--- src/rtl/mips_pkg.sv ---
// Shared fetch-path definitions: datapath widths, the NOP encoding and the
// {pc, inst} record carried between fetch and decode.
package mips_pkg;

  localparam int unsigned INST_W = 32;
  localparam int unsigned ADDR_W = 32;

  localparam logic [INST_W-1:0] NOP_INST = '0;

  typedef struct packed {
    logic [ADDR_W-1:0] pc;
    logic [INST_W-1:0] inst;
  } fetch_entry_t;

endpackage

--- src/rtl/fetch_queue.sv ---
// Fetch-to-decode decoupling FIFO with early stall (one skid slot for the
// in-flight fetch), synchronous flush and a sticky overflow flag.
module fetch_queue #(
  parameter int unsigned                      DEPTH    = 4,
  parameter logic [mips_pkg::INST_W-1:0]      NOP_INST = mips_pkg::NOP_INST
) (
  input  logic                                clk,
  input  logic                                rstn,
  input  logic                                in_valid,
  input  logic [mips_pkg::ADDR_W-1:0]         in_pc,
  input  logic [mips_pkg::INST_W-1:0]         in_inst,
  output logic                                stall_out,
  output logic                                out_valid,
  output logic [mips_pkg::ADDR_W-1:0]         out_pc,
  output logic [mips_pkg::INST_W-1:0]         out_inst,
  input  logic                                out_ready,
  input  logic                                flush,
  output logic [$clog2(DEPTH):0]              count,
  output logic                                overflow
);

  import mips_pkg::*;

  localparam int unsigned PTR_W = $clog2(DEPTH);
  localparam int unsigned CNT_W = PTR_W + 1;
  localparam logic [CNT_W-1:0] FULL_CNT = CNT_W'(DEPTH);

  fetch_entry_t       mem_q [DEPTH];
  fetch_entry_t       head;
  logic [PTR_W-1:0]   wr_ptr_q, wr_ptr_d;
  logic [PTR_W-1:0]   rd_ptr_q, rd_ptr_d;
  logic [CNT_W-1:0]   count_q, count_d;
  logic               overflow_q, overflow_d;
  logic               full, empty, push, pop;

  always_comb begin
    full  = (count_q == FULL_CNT);
    empty = (count_q == '0);
    pop   = ~empty & out_ready & ~flush;
    push  = in_valid & ~flush & (~full | pop);

    wr_ptr_d   = wr_ptr_q;
    rd_ptr_d   = rd_ptr_q;
    count_d    = count_q;
    overflow_d = overflow_q | (in_valid & ~flush & full & ~pop);

    if (flush) begin
      wr_ptr_d = '0;
      rd_ptr_d = '0;
      count_d  = '0;
    end else begin
      // Pointers are exactly log2(DEPTH) bits, so wrap is the natural rollover.
      if (push) wr_ptr_d = wr_ptr_q + PTR_W'(1);
      if (pop)  rd_ptr_d = rd_ptr_q + PTR_W'(1);
      if (push && !pop)      count_d = count_q + CNT_W'(1);
      else if (pop && !push) count_d = count_q - CNT_W'(1);
    end
  end

  always_ff @(posedge clk or negedge rstn) begin
    if (!rstn) begin
      wr_ptr_q   <= '0;
      rd_ptr_q   <= '0;
      count_q    <= '0;
      overflow_q <= 1'b0;
    end else begin
      wr_ptr_q   <= wr_ptr_d;
      rd_ptr_q   <= rd_ptr_d;
      count_q    <= count_d;
      overflow_q <= overflow_d;
    end
  end

  // Storage carries no reset; validity is tracked solely by count_q.
  always_ff @(posedge clk) begin
    if (push) mem_q[wr_ptr_q] <= '{pc: in_pc, inst: in_inst};
  end

  always_comb begin
    head      = mem_q[rd_ptr_q];
    out_valid = ~empty;
    out_pc    = empty ? '0 : head.pc;
    out_inst  = empty ? NOP_INST : head.inst;
    stall_out = (count_q >= FULL_CNT - CNT_W'(1));
    count     = count_q;
    overflow  = overflow_q;
  end

endmodule
--- config.mk ---
export PLATFORM = sky130hd
export DESIGN_NAME = fetch_queue
export DESIGN_NICKNAME = d
export VERILOG_FILES = /design/src/rtl/mips_pkg.sv /design/src/rtl/fetch_queue.sv
export SDC_FILE = /design/constraint.sdc
export NUM_CORES = 1
export LEC_CHECK = 0
export ABC_AREA = 1
export BUFFER_PORTS_ARGS = -buffer_cell sky130_fd_sc_hd__buf_2
export CAP_MARGIN = 5
export CORE_UTILIZATION = 55
export CTS_CLUSTER_SIZE = 12
export DETAILED_ROUTE_END_ITERATION = 10
export GPL_ROUTABILITY_DRIVEN = 0
export PLACE_DENSITY_LB_ADDON = 0.3
export SLEW_MARGIN = 0
export SYNTH_ARGS = -nofsm -noshare
export SYNTH_HDL_FRONTEND = slang
export SYNTH_SLANG_ARGS = --single-unit
--- constraint.sdc ---
create_clock -name clk -period 4.52 [get_ports clk]
set_input_delay 1.356 -clock clk [delete_from_list [all_inputs] [get_ports clk]]
set_output_delay 1.356 -clock clk [all_outputs]
set_load 0.01 [all_outputs]
==> flow_metrics.env <==
export IMPL_status="completed"
export IMPL_final_cell_area_um2=12050
export IMPL_slew_headroom_pct=47.39
export IMPL_cts_root_buf="clkbuf_16"
export IMPL_p_per_area_nw_per_um2=542.7
export IMPL_synthCells=825
export IMPL_area_growth_pct=15.76
export IMPL_initial_core_util_pct=56.96
export IMPL_synth_top_cells_by_count="263 x nor2_1, 256 x edfxtp_1, 129 x o21ai_0"
export IMPL_antenna_left=0
export IMPL_cp_start_kind="register"
export IMPL_final_layout_size_suffix_gt1_share_pct=19.46
export IMPL_synth_nets=899
export IMPL_final_nets=1030
export IMPL_setup_viol=0
export IMPL_die_area_um2=19470
export IMPL_synth_ff_type="edfxtp_1"
export IMPL_ys_seq_area_share_pct=75.80
export IMPL_worst_slew_pin_slew_ps=789.1
export IMPL_synthArstFlopShare_pct=3.030
export IMPL_cts_setup_buffers=0
export IMPL_cp_arrival_ps=2450
export IMPL_crit_path_max_fanout=38
export IMPL_hold_path_class="reg2reg"
export IMPL_cp_slowest_stage_delay_ps=540
export IMPL_grt_pass1_vias=6476
export IMPL_critical_path_class="reg2out"
export IMPL_min_period_ps=3803
export IMPL_p_leak_uw=0.004395
export IMPL_yosysUniqueCellTypes=21
export IMPL_synth_top_family_by_area="simple AND/OR/NAND/NOR gates"
export IMPL_final_hold_violation_count=0
export IMPL_yosysMostFrequentCell="nor2_1"
export IMPL_slew_violations=0
export IMPL_die_y_um=139.6
export IMPL_cts_buffers=26
export IMPL_hold_ws_ps=474.4
export IMPL_rsz0062_at_grt="no"
export IMPL_fin_crit_sh_pct=84.14
export IMPL_vias=6628
export IMPL_netlist_area_um2=10410
export IMPL_pin_count=139
export IMPL_synth_fa_ha_area_share_pct=0.6733
export IMPL_cts_tree="done"
export IMPL_fin_skew_ps=14.36
export IMPL_yosysWarningCount=0
export IMPL_synth_compound_area_share_pct=9.643
export IMPL_diodes=0
export IMPL_vias_per_cell=5.523
export IMPL_clk_latency_ps=520
export IMPL_routed_wl_mm=21.29
export IMPL_grt_max_degree=130
export IMPL_cts_buffer_depth=3
export IMPL_required_ps=3160
export IMPL_dp_hpwl_mm=11.98
export IMPL_port_buffers=138
export IMPL_cp_end_kind="output pin"
export IMPL_p_total_uw=6537
export IMPL_holdBufCountCts=0
export IMPL_yosys_area_share_simple_pct=10.59
export IMPL_synth_xor_area_share_pct=0.08416
export IMPL_htree_levels=1
export IMPL_synth_avg_cell_area_um2=12.61
export IMPL_fillers=1318
export IMPL_clk_pin_slew_ps=60
export IMPL_synth_edff_count=256
export IMPL_ys_seq_elements=264
export IMPL_yosys_mux_area_fraction_pct=0
export IMPL_ir_worst_vdd_mv=0.4240
export IMPL_grt_overflow=0
export IMPL_crit_chain="inv_2 > buf_4 > nor2_1 > o21ai_0 > a21oi_1 > buf_2"
export IMPL_crit_path_top_delay_cell="inv_2"
export IMPL_drc=0
export IMPL_synth_area_leaders="edfxtp_1 74%, nor2_1 9.5%, o21ai_0 6.2%, a21oi_1 3.2%, dfrtp_1 1.9%"
export IMPL_cts_sinks=264
export IMPL_postPlaceCellArea_um2=11300
export IMPL_cap_viol_max_count=0
export IMPL_synth_top_cell_by_area="edfxtp_1"
export IMPL_first_pass_iters=5
export IMPL_grt_usage_pct=22.41
export IMPL_antenna_found_initial=1
export IMPL_drt_initial_drc_count=536
export IMPL_fmax_mhz=263.0
export IMPL_rows=49
export IMPL_synth_top_area_share_pct=73.87
export IMPL_die_x_um=139.6
export IMPL_utilization_pct=65.94
export IMPL_core_area_um2=18270
export IMPL_cts_resized=0
export IMPL_avgRoutedWirePerCell_um=17.75
export IMPL_grt_pass1_wl_mm=33.75
-- where the power goes --
| group | internal (µW) | switching [µW] | leakage, µW |
|---|---|---|---|
| Combinational | 562 | 1180 | 0.00161 |
| Sequential | 2830 | 40.8 | 0.00243 |
| Clock | 1110 | 821 | 0.000358 |
| Total | 4500 | 2040 | 0.00439 |
-- per-layer routing --
metal | GRT usage (%) | vias to the layer above | routed length [µm]
li1 | - | 3169 | -
met1 | 29.10 | 3194 | 9005
met2 | 39.14 | 224 | 10550
met3 | 3.716 | 39 | 1267
met4 | 6.362 | 2 | 460
met5 | 0 | - | 13
-- final timing paths --
path	startpoint	to	slack [ps]	cells after the start
min in group asynchronous	rstn	overflow	670	1
hold reg to reg	overflow	overflow	470	1
setup reg to reg	count[0]	mem_q[1][12]	2250	5
max in group asynchronous	rstn	rd_ptr_q[0]	3650	1
setup / recovery	rd_ptr_q[1]	out_inst[20]	720	6
hold / removal	overflow	overflow	470	1
-- worst max-delay path: cells and delay by family (launching register included) --
kind | cells | cell delay [ps]
AO/OA/AOI/OAI | 2 | 220
buffers and inverters | 3 | 1200
AND/OR/NAND/NOR | 1 | 80
flip-flops | 1 | 400
-- registers in the layout, summed over array words and instances (netlist names) --
signal	count
count	3
overflow	1
wr_ptr_q	2
rd_ptr_q	2
mem_q	256
-- per-stage QoR --
stage / instances / setup slack, ps / setup TNS, ps
after CTS: 1200 / 672.0 / 0
after global placement: 1157 / 1057 / 0
after floorplan: 825 / -506.4 / -129630
after detailed placement: 1157 / 1010 / 0
final: 1200 / 717.1 / 0
after global routing: 1200 / 541.9 / 0
-- placed cells by master, fill, tap and decap left out --
master,Yosys,final
nor2_1,263,259
edfxtp_1,256,256
buf_2,15,138
o21ai_0,129,129
a21oi_1,67,67
clkbuf_16,0,27
nand2_1,18,18
inv_1,16,15
clkbuf_1,11,13
buf_4,14,9
dfrtp_1,8,6
nand3_1,5,5
nor2_4,0,4
ha_1,4,4
buf_12,0,4
o21ai_1,3,3
inv_2,2,2
nand4_1,2,2
clkinv_1,0,2
clkinv_2,0,1
nand3_2,1,1
o21bai_1,1,1
xnor2_1,1,1
fa_1,1,1
clkbuf_8,0,1
dfrtp_4,0,1
dfrtp_2,0,1
-- cell type report --
cell class	count	area, µm²	share of cell area, %
Clock inverter	2	7.507	0.06232
Sequential cell	264	7893	65.52
Tap cell	229	286.5	2.378
Timing Repair Buffer	151	838.3	6.959
Clock buffer	41	738.2	6.128
Inverter	18	68.82	0.5712
Multi-Input combinational cell	495	2215	18.38
-- cells by family after synthesis --
group                      after synthesis
and+or+nand+nor                        289
DFF                                    264
AOI/OAI and AO/OA                      200
buffers and inverters                   66
adders and majority gates                5
xor gates and xnor gates                 1
(Power assumes the default switching activity.)
